===== config.mk =====
export PLATFORM = sky130hd
export DESIGN_NAME = uart_cmd_parser
export DESIGN_NICKNAME = d
export VERILOG_FILES = /design/src/rtl/uart_cmd_parser_pkg.sv /design/src/rtl/uart_cmd_parser_timer.sv /design/src/rtl/uart_cmd_parser.sv
export SDC_FILE = /design/constraint.sdc
export NUM_CORES = 1
export LEC_CHECK = 0
export BUFFER_PORTS_ARGS = -buffer_cell sky130_fd_sc_hd__buf_2
export CORE_MARGIN = 3
export CORE_UTILIZATION = 50
export DETAILED_ROUTE_END_ITERATION = 8
export PLACE_DENSITY_LB_ADDON = 0.25
export SYNTH_ARGS = -nofsm -noshare
export SYNTH_HDL_FRONTEND = slang
export SYNTH_SLANG_ARGS = --single-unit

===== constraint.sdc =====
create_clock -name clk -period 3.65 [get_ports clk]
set_input_delay 0.73 -clock clk [delete_from_list [all_inputs] [get_ports clk]]
set_output_delay 0.73 -clock clk [all_outputs]
set_load 0.02 [all_outputs]

===== src/rtl/uart_cmd_parser_pkg.sv =====
// Shared constants, state encoding and checksum helper for the UART command parser.
package uart_cmd_parser_pkg;
    localparam logic [7:0] HDR_BYTE    = 8'hA5;
    localparam logic [7:0] CMD_SET_RPM = 8'h01;
    localparam logic [7:0] CMD_STOP    = 8'h02;

    localparam logic [1:0] ERR_NONE = 2'd0;
    localparam logic [1:0] ERR_CHK  = 2'd1;
    localparam logic [1:0] ERR_CMD  = 2'd2;
    localparam logic [1:0] ERR_TMO  = 2'd3;

    typedef enum logic [2:0] {
        IDLE = 3'd0,
        CMD  = 3'd1,
        DHI  = 3'd2,
        DLO  = 3'd3,
        CHK  = 3'd4
    } state_e;

    function automatic logic [7:0] frame_sum(input logic [7:0] a, input logic [7:0] b,
                                             input logic [7:0] c);
        return a + b + c;
    endfunction
endpackage


===== src/rtl/uart_cmd_parser_timer.sv =====
// Inter-byte idle timer: counts stalled cycles inside a frame, flags the terminal count.
module cmd_timeout_timer #(
    parameter int unsigned TIMEOUT_CLKS = 270_000
) (
    input  logic clk,
    input  logic rst,
    input  logic clear_i,
    input  logic run_i,
    output logic expired_o
);
    localparam int unsigned CW = (TIMEOUT_CLKS > 1) ? $clog2(TIMEOUT_CLKS) : 1;
    localparam logic [CW-1:0] TERM = CW'(TIMEOUT_CLKS - 1);

    logic [CW-1:0] cnt_q;

    assign expired_o = run_i && (cnt_q == TERM);

    // Holds at the terminal count; the parser drops to IDLE, which clears it.
    always_ff @(posedge clk) begin
        if (rst || clear_i) begin
            cnt_q <= '0;
        end else if (run_i && !expired_o) begin
            cnt_q <= cnt_q + 1'b1;
        end
    end
endmodule


===== src/rtl/uart_cmd_parser.sv =====
// Assembles 5-byte command frames from the UART byte stream into a saturated RPM setpoint.
module uart_cmd_parser
    import uart_cmd_parser_pkg::*;
#(
    parameter int unsigned CLK_FREQ     = 27_000_000,
    parameter int unsigned TIMEOUT_CLKS = 270_000,
    parameter int          RPM_MAX      = 300
) (
    input  logic        clk,
    input  logic        rst,
    input  logic        rx_data_valid_i,
    input  logic [7:0]  rx_data_i,
    output logic [15:0] rpm_target_o,
    output logic        rpm_valid_o,
    output logic        frame_err_o,
    output logic [1:0]  err_code_o
);
    localparam logic signed [15:0] RPM_POS = 16'(RPM_MAX);
    localparam logic signed [15:0] RPM_NEG = -RPM_POS;

    state_e             state_q;
    logic [7:0]         cmd_q, dhi_q, dlo_q;
    logic signed [15:0] rpm_q;
    logic               rpm_valid_q, frame_err_q;
    logic [1:0]         err_code_q;
    logic               tmo_expired;
    logic signed [15:0] data_s, sat_s;

    cmd_timeout_timer #(.TIMEOUT_CLKS(TIMEOUT_CLKS)) u_timer (
        .clk       (clk),
        .rst       (rst),
        .clear_i   (rx_data_valid_i || (state_q == IDLE)),
        .run_i     (state_q != IDLE),
        .expired_o (tmo_expired)
    );

    always_comb begin
        data_s = signed'({dhi_q, dlo_q});
        sat_s  = data_s;
        if (data_s > RPM_POS)      sat_s = RPM_POS;
        else if (data_s < RPM_NEG) sat_s = RPM_NEG;
    end

    // A byte arriving on the terminal-count cycle takes priority over the timeout.
    always_ff @(posedge clk) begin
        if (rst) begin
            state_q     <= IDLE;
            cmd_q       <= '0;
            dhi_q       <= '0;
            dlo_q       <= '0;
            rpm_q       <= '0;
            rpm_valid_q <= 1'b0;
            frame_err_q <= 1'b0;
            err_code_q  <= ERR_NONE;
        end else begin
            rpm_valid_q <= 1'b0;
            frame_err_q <= 1'b0;
            err_code_q  <= ERR_NONE;
            if (rx_data_valid_i) begin
                unique case (state_q)
                    IDLE: if (rx_data_i == HDR_BYTE) state_q <= CMD;
                    CMD: begin
                        cmd_q   <= rx_data_i;
                        state_q <= DHI;
                    end
                    DHI: begin
                        dhi_q   <= rx_data_i;
                        state_q <= DLO;
                    end
                    DLO: begin
                        dlo_q   <= rx_data_i;
                        state_q <= CHK;
                    end
                    CHK: begin
                        state_q <= IDLE;
                        if (rx_data_i != frame_sum(cmd_q, dhi_q, dlo_q)) begin
                            frame_err_q <= 1'b1;
                            err_code_q  <= ERR_CHK;
                        end else if (cmd_q == CMD_SET_RPM) begin
                            rpm_q       <= sat_s;
                            rpm_valid_q <= 1'b1;
                        end else if (cmd_q == CMD_STOP) begin
                            rpm_q       <= '0;
                            rpm_valid_q <= 1'b1;
                        end else begin
                            frame_err_q <= 1'b1;
                            err_code_q  <= ERR_CMD;
                        end
                    end
                    default: state_q <= IDLE;
                endcase
            end else if (tmo_expired) begin
                state_q     <= IDLE;
                frame_err_q <= 1'b1;
                err_code_q  <= ERR_TMO;
            end
        end
    end

    assign rpm_target_o = rpm_q;
    assign rpm_valid_o  = rpm_valid_q;
    assign frame_err_o  = frame_err_q;
    assign err_code_o   = err_code_q;
endmodule


# After elaboration in Yosys (flattened, before gate mapping)
# Index checks and enable logic that the tools add are counted.
# W data, S select, Z words.
[totals] reg_bits=66 latchBits=0 ramBits=0 mem_bits_ro=0 output_inout_bits=20 n_memories=0
[classes] n_addsub=3 multipliers=0 n_div=0 order_cmp=2 n_eq_ne=10 shifts=0 mux=22 bitwise_logic=3 n_reduce_logical=15
[ops] operator="$mux W16" n=4
[ops] operator="$add A19 B1 Y19 const B" n=1
[ops] operator="$eq A19 B19 Y1 const B" n=1
[ops] operator="$add A8 B8 Y8" n=2
[ops] operator="$gt A16 B10 Y1 const B" n=1
[ops] operator="$lt A16 B10 Y1 const B" n=1
[ops] operator="$mux W2" n=6
[ops] operator="$pmux W3 S4" n=1
[ops] operator="$mux W3" n=3
[ops] operator="$eq A8 B1 Y1 const B" n=1
[ops] operator="$eq A8 B2 Y1 const B" n=1
[ops] operator="$eq A8 B8 Y1 const B" n=1
[ops] operator="$mux W1" n=8
[ops] operator="$ne A8 B8 Y1" n=1
[ops] operator="$reduce_and A2 Y1" n=4
[ops] operator="$eq A3 B2 Y1 const B" n=2
[ops] operator="$reduce_and A4 Y1" n=1
[ops] operator="$reduce_bool A2 Y1" n=2
[ops] operator="$reduce_or A4 Y1" n=1
[ops] operator="$eq A3 B1 Y1 const B" n=1
[ops] operator="$eq A3 B3 Y1 const B" n=1
[ops] operator="$logic_not A3 Y1" n=1
[ops] operator="$ne A3 B2 Y1 const B" n=1
[ops] operator="$not A1 Y1" n=3
[ops] operator="4 further kinds" n=6

# Logic depth before layout (Yosys ltp)
# Gate-level depths: netlist of run 1.
[logic_depth] word_depth=6 mapped_depth=13 mapped_depth_nobuf=11

# By module
# From an unflattened synthesis of run 1, not the netlist that was laid out.
[hier_totals] cells_unflattened=404 area_unflattened_um2=3479.6
[modules_own_cells] module="uart_cmd_parser" instances=1 cells_each=291 area_each_um2=2478.6 seq_area_each_um2=940.9
[modules_own_cells] module="cmd_timeout_timer" instances=1 cells_each=113 area_each_um2=1001.0 seq_area_each_um2=380.4

# Least setup slack after synthesis of run 1
# Ideal clock, no wire load.
[synth_path] path_type="register to register" start="register cmd_q[1]" end="register rpm_q[0] (netlist: rpm_target_o[0])" setup_ns=0.072 t_arrival_ns=2.816 slack_ns=0.762 stages_incl_launch_ff=12 path_buffers=2 synth_period_minus_slack_ns=2.888 path_cell_list="dfxtp_1 fa_1 ha_1 fa_1 xor2_1 xnor2_1 nand4_1 a211oi_4 and3_1 buf_6 buf_12 mux2i_1"
[synth_between] elab_chain_cells=5 elab_cells_between_ends=9
[synth_rtl] element="from (decl)" line_no="uart_cmd_parser.sv:22" text="logic [7:0] cmd_q, dhi_q, dlo_q;"
[synth_rtl] element="from (signal assigned)" line_no="uart_cmd_parser.sv:63" text="cmd_q <= rx_data_i;"
[synth_rtl] element="$add A8 B8 Y8 (2 in series)" line_no="uart_cmd_parser_pkg.sv:22" text="return a + b + c;"
[synth_rtl] element="$ne A8 B8 Y1" line_no="uart_cmd_parser.sv:76" text="if (rx_data_i != frame_sum(cmd_q, dhi_q, dlo_q)) begin"
[synth_rtl] element="$not A1 Y1 (no source line)"
[synth_rtl] element="$reduce_and A4 Y1 (no source line)"
[synth_rtl] element="to (signal assigned)" line_no="uart_cmd_parser.sv:80" text="rpm_q <= sat_s;"
[synth_rtl] element="to (decl)" line_no="uart_cmd_parser.sv:23" text="logic signed [15:0] rpm_q;"
# Several ways; a longest one is shown, not always the timed one.
# A chain may end at the register's enable or synchronous reset.

# Final worst setup path of run 1
[layout_path] start="register dhi_q[1]" end="register rpm_q[8] (netlist: rpm_target_o[8])"
[layout_between] elab_chain_cells=5 elab_cells_between_ends=10
[layout_rtl] element="from (decl)" line_no="uart_cmd_parser.sv:22"
[layout_rtl] element="from (signal assigned)" line_no="uart_cmd_parser.sv:67" text="dhi_q <= rx_data_i;"
[layout_rtl] element="$add A8 B8 Y8 (2 in series)" line_no="uart_cmd_parser_pkg.sv:22"
[layout_rtl] element="$ne A8 B8 Y1" line_no="uart_cmd_parser.sv:76"
[layout_rtl] element="$not A1 Y1 (no source line)"
[layout_rtl] element="$reduce_and A4 Y1 (no source line)"
# Several ways; a longest one is shown, not always the timed one.

==> results of run 1 <==
==> cell families (layout without fill, tap and decap cells) <==
kind of cell	Yosys count	after routing	synth area share
xor+xnor	27	27	0.0717
fa+ha+maj	16	16	0.0742
simple gates	180	180	0.258
mux	12	12	0.0342
buf+inv	28	59	0.0374
compound gates	83	83	0.148
flops	66	66	0.376
==> through the flow <==
stage | total power (µW) | hold WS, ns
global placement | 777 | 0.458
global route | 1330 | 0.491
finish | 1290 | 0.472
detailed placement | 777 | 0.460
floorplan | 759 | 0.450
CTS | 1300 | 0.475
==> sequential cells by signal, summed over array words and instances, names as in the netlist <==
name and count:
dlo_q 8, cmd_q 8, u_timer.cnt_q 19, rpm_valid_o 1, state_q 3, frame_err_o 1, rpm_target_o 16, err_code_o 2
dhi_q 8
==> synthesized netlist by cell type, types with 8 or more instances <==
cell type / count / area [µm²]
nand2_1: 71 / 267
fa_1: 8 / 160
dfxtp_1: 66 / 1320
o21ai_0: 16 / 80.1
a21oi_1: 41 / 205
xnor2_1: 18 / 158
nor2_1: 31 / 116
ha_1: 8 / 100
mux2i_1: 12 / 120
nand2b_1: 14 / 87.6
clkbuf_1: 11 / 41.3
inv_1: 12 / 45.0
nand3_1: 8 / 40.0
==> worst max path at each step <==
stage | to | slack (ns) | cells after the start
2_1_floorplan | rpm_target_o[0]$_SDFFE_PP0P_ | 0.76 | 11
3_3_place_gp | rpm_target_o[12]$_SDFFE_PP0P_ | 0.65 | 10
3_5_place_dp | rpm_target_o[14]$_SDFFE_PP0P_ | 0.52 | 10
4_1_cts | rpm_target_o[14]$_SDFFE_PP0P_ | 0.51 | 10
5_1_grt | rpm_target_o[5]$_SDFFE_PP0P_ | 0.26 | 9
6_report | rpm_target_o[8]$_SDFFE_PP0P_ | 0.52 | 9
==> layout make-up <==
type,instances,area (µm²),share of cell area
tap,93,116,0.0301
timing repair buffer,31,158,0.0408
multi-input combinational,318,2060,0.533
sequential,66,1320,0.342
clock buffer,13,149,0.0386
inverter,12,45.0,0.0117
clock inverter,3,15.0,0.00389
==> layer usage <==
metal	wire length, µm	GRT usage	vias up
met4	110	0.0639	0
li1	-	-	1473
met2	3520	0.306	88
met5	0	0	-
met3	497	0.0651	12
met1	3740	0.281	1419
==> worst max-delay path, delay by kind of cell, from the launching register on <==
| kind | cells | cell delay (ns) |
|---|---|---|
| adders and majority gates | 3 | 1.11 |
| AOI/OAI and AO/OA | 3 | 1.00 |
| DFF | 1 | 0.43 |
| xor gates and xnor gates | 2 | 0.34 |
| and+or+nand+nor | 1 | 0.17 |
==> power by group through the flow <==
stage	combinational (µW)	sequential [µW]	clock, µW
3_3_place_gp	40.5	736	0
5_1_grt	44.0	720	570
4_1_cts	40.6	720	534
6_report	40.9	720	524
3_5_place_dp	40.4	737	0
2_1_floorplan	22.2	736	0
==> cell usage in the layout, fill, tap and decap left out, types with 6 or more instances in the layout <==
cell type / instances
a21oi_1: 41
buf_2: 30
clkbuf_8: 10
dfxtp_1: 66
fa_1: 8
ha_1: 8
inv_1: 12
mux2i_1: 12
nand2_1: 71
nand2b_1: 14
nand3_1: 8
nand4_1: 7
nor2_1: 31
nor2b_1: 6
nor3_1: 7
o21ai_0: 16
xnor2_1: 18
xor2_1: 7
==> flow_metrics.py, run 1 <==
metrics = {
    "critical_path": {
        "crit_path_max_fanout": 5,
        "cp-end-kind": "register",
        "ff2ff_path_depth": 9,
        "startpoint": "dhi_q[1]$_SDFFE_PP0P_",
        "r2r-start": "dhi_q[1]$_SDFFE_PP0P_",
        "cp_common_cell": "fa_1",
        "required_ns": 3.92,
        "worstPathArrival_ns": 3.40,
        "r2r_end": "rpm_target_o[8]$_SDFFE_PP0P_",
        "crit_chain": "fa_1, ha_1, fa_1, xor2_1, xnor2_1, nand4_1, a2111oi_1, a21oi_1, a31oi_1",
        "path_class": "reg -> reg",
        "critPathLaunchType": "register",
        "max_stage_delay_ns": 0.67,
        "slowest_stage": "a2111oi_1",
        "rrSetupSlack_ns": 0.52,
    },
    "timing": {
        "fin_crit_ns": 3.13,
        "slew_headroom": 0.460,
        "clock_skew_ns": 0.00901,
        "fin_ws_ns": 0.521,
        "rsz0062_at_grt": "no",
        "setup_violations": 0,
        "max_freq_ghz": 0.320,
        "fin_crit_sh": 0.857,
        "hold_violations": 0,
        "worst_slew_pin_slew_ns": 0.810,
        "setup-tns-final_ns": 0,
        "slew_violations": 0,
    },
    "detailed_routing": {
        "num_vias": 2992,
        "drc": 0,
        "wl_per_cell_um": 14.7,
        "dr.first_iter.drc_count": 226,
        "antenna_left": 0,
        "firstDrtPassIters": 4,
        "routed_wl_um": 7860,
        "vias_per_cell": 5.58,
    },
    "hold_path": {
        "whs_endpoint": "rpm_target_o[10]$_SDFFE_PP0P_",
        "hp-class": "reg -> reg",
        "hold_start": "rpm_target_o[10]$_SDFFE_PP0P_",
        "hold_depth": 2,
    },
    "placement": {
        "placed_cells": 520,
        "post_dp_cell_area_mm2": 0.00370,
        "pre_cts_ws_ns": 0.520,
        "routabilityCongestion": 0.890,
        "port_buffers": 30,
        "hpwl_um": 5790,
    },
    "layout": {
        "final_nets": 465,
        "drive_gt1_frac": 0.129,
        "syn_to_final_growth_pct": 10.0,
        "fin_cells": 536,
        "design_area_mm2": 0.00386,
        "fin_util": 0.588,
        "num_antenna_cells": 0,
        "final.fill_count": 612,
    },
    "synthesis": {
        "ys_ff_latch": 66,
        "synth_seq_area_share": 0.376,
        "postSynthCellCount": 412,
        "async_flop_share": 0,
        "synth_area_mm2": 0.00351,
        "ys.flop_type": "dfxtp_1",
        "yosysUniqueCellTypes": 53,
        "synth_edf_count": 0,
        "synth_nets": 439,
        "ys_warn_count": 0,
        "syn_avg_cell_area_um2": 8.52,
    },
    "clock_network": {
        "clk_pin_slew_worst_paths_ns": 0.07,
        "postCtsSetupRepairBufs": 0,
        "htreeDepth": 3,
        "cts_buffers": 9,
        "root_buffer": "clkbuf_8",
        "cts.repair.resized": 0,
        "clk_latency_ns": 0.35,
        "cts_max_path_buffers": 2,
        "clkSinkCount": 66,
        "tritoncts": "built",
        "ctsHoldBuffers": 0,
    },
    "outcome": {
        "status": "complete, no violations",
    },
    "floorplanning": {
        "rows": 29,
        "dieArea_mm2": 0.00806,
        "start_util": 0.534,
        "fp.coreArea_mm2": 0.00657,
        "die_h_um": 89.8,
        "die_width_um": 89.8,
        "ios": 31,
    },
    "power": {
        "pwr-share-seq": 0.560,
        "p_leak_uw": 0.00140,
        "intPower_uw": 996,
        "power_switching_uw": 289,
        "vdd_ir_drop_max_v": 0.000231,
        "combPwrFrac": 0.032,
        "p_clk_frac": 0.408,
        "switching_share": 0.225,
        "p_per_area_mw_per_mm2": 333,
    },
    "flow_run": {
        "maxCapViolCount": 0,
    },
    "global_route": {
        "overflow": 0,
        "antenna_found_initial": 0,
        "grt_pass1_vias": 2757,
        "grt_max_degree": 50,
        "grt_pass1_wl_um": 13200,
        "grt.total_usage": 0.204,
    },
}
Power figures use the tool's default switching activity.
==> inputs of run 2 (changes only) <==
Settings changed: SYNTH_HIERARCHICAL from default to 1.
==> flow_metrics.py, run 2 <==
metrics = {
    "outcome": {
        "status": "complete, no violations",
    },
    "synthesis": {
        "yosysMostFrequentCell": "nand2_1",
        "synth_edf_count": 0,
        "synthMuxAreaShare": 0.0615,
        "synth-xor-area-share": 0.0604,
        "yosysTopAreaCell": "dfxtp_1",
        "ys.flop_type": "dfxtp_1",
        "ys_ff_latch": 66,
        "synth_fa_ha_area_frac": 0.0748,
        "async_flop_share": 0,
        "synthSimpleGateAreaFrac": 0.263,
        "postSynthCellCount": 404,
        "synth_nets": 431,
        "synth_seq_area_share": 0.380,
        "synth_common_cells": "nand2_1 (86), dfxtp_1 (66), a21oi_1 (43)",
        "synth_area_leaders": "dfxtp_1 (38%), nand2_1 (9.3%), a21oi_1 (6.2%), mux2i_1 (5.2%), fa_1 (4.6%)",
        "syn_avg_cell_area_um2": 8.61,
        "synth_compound_area_frac": 0.132,
        "ys_warn_count": 6,
        "synth_area_mm2": 0.00348,
        "synth_top_family_by_area": "simple AND/OR/NAND/NOR gates",
        "yosysUniqueCellTypes": 51,
        "synth_top_area_share": 0.380,
    },
    "global_route": {
        "met1_usage": 0.304,
        "overflow": 0,
        "grt_use_met3": 0.0452,
        "grt_pass1_wl_um": 13100,
        "grt.total_usage": 0.215,
        "grt_pass1_vias": 2674,
        "busiest_layer": "met2",
        "grt_util_met2": 0.313,
        "grt_max_degree": 47,
        "antenna_found_initial": 0,
    },
    "clock_network": {
        "tritoncts": "built",
        "clk_latency_ns": 0.35,
        "htreeDepth": 3,
        "root_buffer": "clkbuf_8",
        "cts.repair.resized": 0,
        "ctsHoldBuffers": 0,
        "cts_max_path_buffers": 2,
        "clkSinkCount": 66,
        "cts_buffers": 9,
        "postCtsSetupRepairBufs": 0,
        "clk_pin_slew_worst_paths_ns": 0.08,
    },
    "critical_path": {
        "worstPathArrival_ns": 3.50,
        "required_ns": 3.88,
        "path_class": "reg -> reg",
        "critPathLaunchType": "register",
        "cp-end-kind": "register",
        "crit_path_max_fanout": 6,
    },
    "detailed_routing": {
        "firstDrtPassIters": 4,
        "wl_per_cell_um": 15.6,
        "vias_per_cell": 5.78,
        "antenna_left": 0,
        "dr.first_iter.drc_count": 160,
        "routed_wl_um": 8020,
        "num_vias": 2964,
        "drc": 0,
    },
    "timing": {
        "slew_headroom": 0.461,
        "setup-tns-final_ns": 0,
        "slew_violations": 0,
        "worst_slew_pin_slew_ns": 0.809,
        "max_freq_ghz": 0.306,
        "fin_crit_ns": 3.26,
        "hold_violations": 0,
        "rsz0062_at_grt": "no",
        "setup_violations": 0,
        "clock_skew_ns": 0.0129,
        "fin_crit_sh": 0.895,
    },
    "layout": {
        "drive_gt1_frac": 0.144,
        "fin_cells": 513,
        "mostFrequentLayoutCells": "nand2_1 (86), dfxtp_1 (66), a21oi_1 (43), buf_2 (30), mux2i_1 (18)",
        "design_area_mm2": 0.00388,
        "syn_to_final_growth_pct": 11.5,
        "final_nets": 458,
        "final_common_cell": "nand2_1",
        "largest_register": "u_timer/cnt_q",
        "num_antenna_cells": 0,
        "largest_register_ffs": 19,
    },
    "placement": {
        "placed_cells": 497,
        "hpwl_um": 5870,
        "port_buffers": 30,
        "post_dp_cell_area_mm2": 0.00368,
        "routabilityCongestion": 0.919,
    },
    "floorplanning": {
        "die_width_um": 89.4,
        "dieArea_mm2": 0.00800,
        "rows": 29,
        "start_util": 0.533,
        "ios": 31,
        "die_h_um": 89.4,
        "fp.coreArea_mm2": 0.00653,
    },
    "power": {
        "power.total_uw": 1390,
        "p_per_area_mw_per_mm2": 358,
        "p_leak_uw": 0.00147,
        "vdd_ir_drop_max_v": 0.000187,
    },
    "flow_run": {
        "maxCapViolCount": 0,
    },
    "hold_path": {
        "hp-class": "reg -> reg",
    },
}
-- run 2: changes by cell type in the layout (fill, tap and decap cells not counted), sizes merged, moves of 6 or more --
cell    delta
nor2      -17
nand2     +15
or4       +12
nand2b     -8
xnor2      -8
mux2i      +6
-- run 2: worst paths after layout --
check | startpoint | slack, ns | end | depth (start not counted)
setup / recovery | cmd_q[0]$_SDFFE_PP0P_ | 0.39 | rpm_target_o[5]$_SDFFE_PP0P_ | 10
setup reg to reg | cmd_q[0]$_SDFFE_PP0P_ | 0.39 | rpm_target_o[5]$_SDFFE_PP0P_ | 10
hold reg to reg | rpm_target_o[0]$_SDFFE_PP0P_ | 0.46 | rpm_target_o[0]$_SDFFE_PP0P_ | 2
hold / removal | rpm_target_o[0]$_SDFFE_PP0P_ | 0.46 | rpm_target_o[0]$_SDFFE_PP0P_ | 2
-- run 2: cell type report --
type                       instances  area, µm²
multi-input combinational        315       2070
timing repair buffer              32        165
tap                               77       96.3
clock buffer                      11        151
fill                             602       2650
clock inverter                     5       52.6
inverter                           7       26.3
sequential                        66       1320
-- run 2: cell families after synthesis --
group	Yosys count
buffers and inverters	23
adders and majority gates	16
xor gates and xnor gates	24
and+or+nand+nor	175
DFF	66
muxes	21
AOI/OAI and AO/OA	79
-- run 2: worst max-delay path, cell delays in order, from the launching register on --
cell	delay [ns]
dfxtp_1	0.39
inv_1	0.09
fa_1	0.41
inv_1	0.06
ha_1	0.21
fa_1	0.45
xor2_1	0.15
nor3_1	0.18
nand4_1	0.25
or4_1	0.65
mux2_2	0.31
-- run 2: power by group --
| group | switching, µW | internal (µW) |
|---|---|---|
| clock network | 284 | 349 |
| logic | 26.9 | 11.7 |
| registers | 0.315 | 720 |
| total | 311 | 1080 |
-- run 2: layer usage --
metal / routed length [µm] / vias up
met5: 0 / -
met4: 150 / 0
met3: 478 / 13
met2: 3540 / 75
met1: 3850 / 1403
li1: - / 1473
-- run 2: through the flow --
stage	utilization	worst slack (ns)	hold slack, ns
after detailed placement	0.563	0.401	0.444
after global routing	0.594	0.197	0.476
after global placement	0.563	0.484	0.440
after CTS	0.594	0.379	0.458
final	0.594	0.385	0.457
after floorplan	-	0.641	0.444
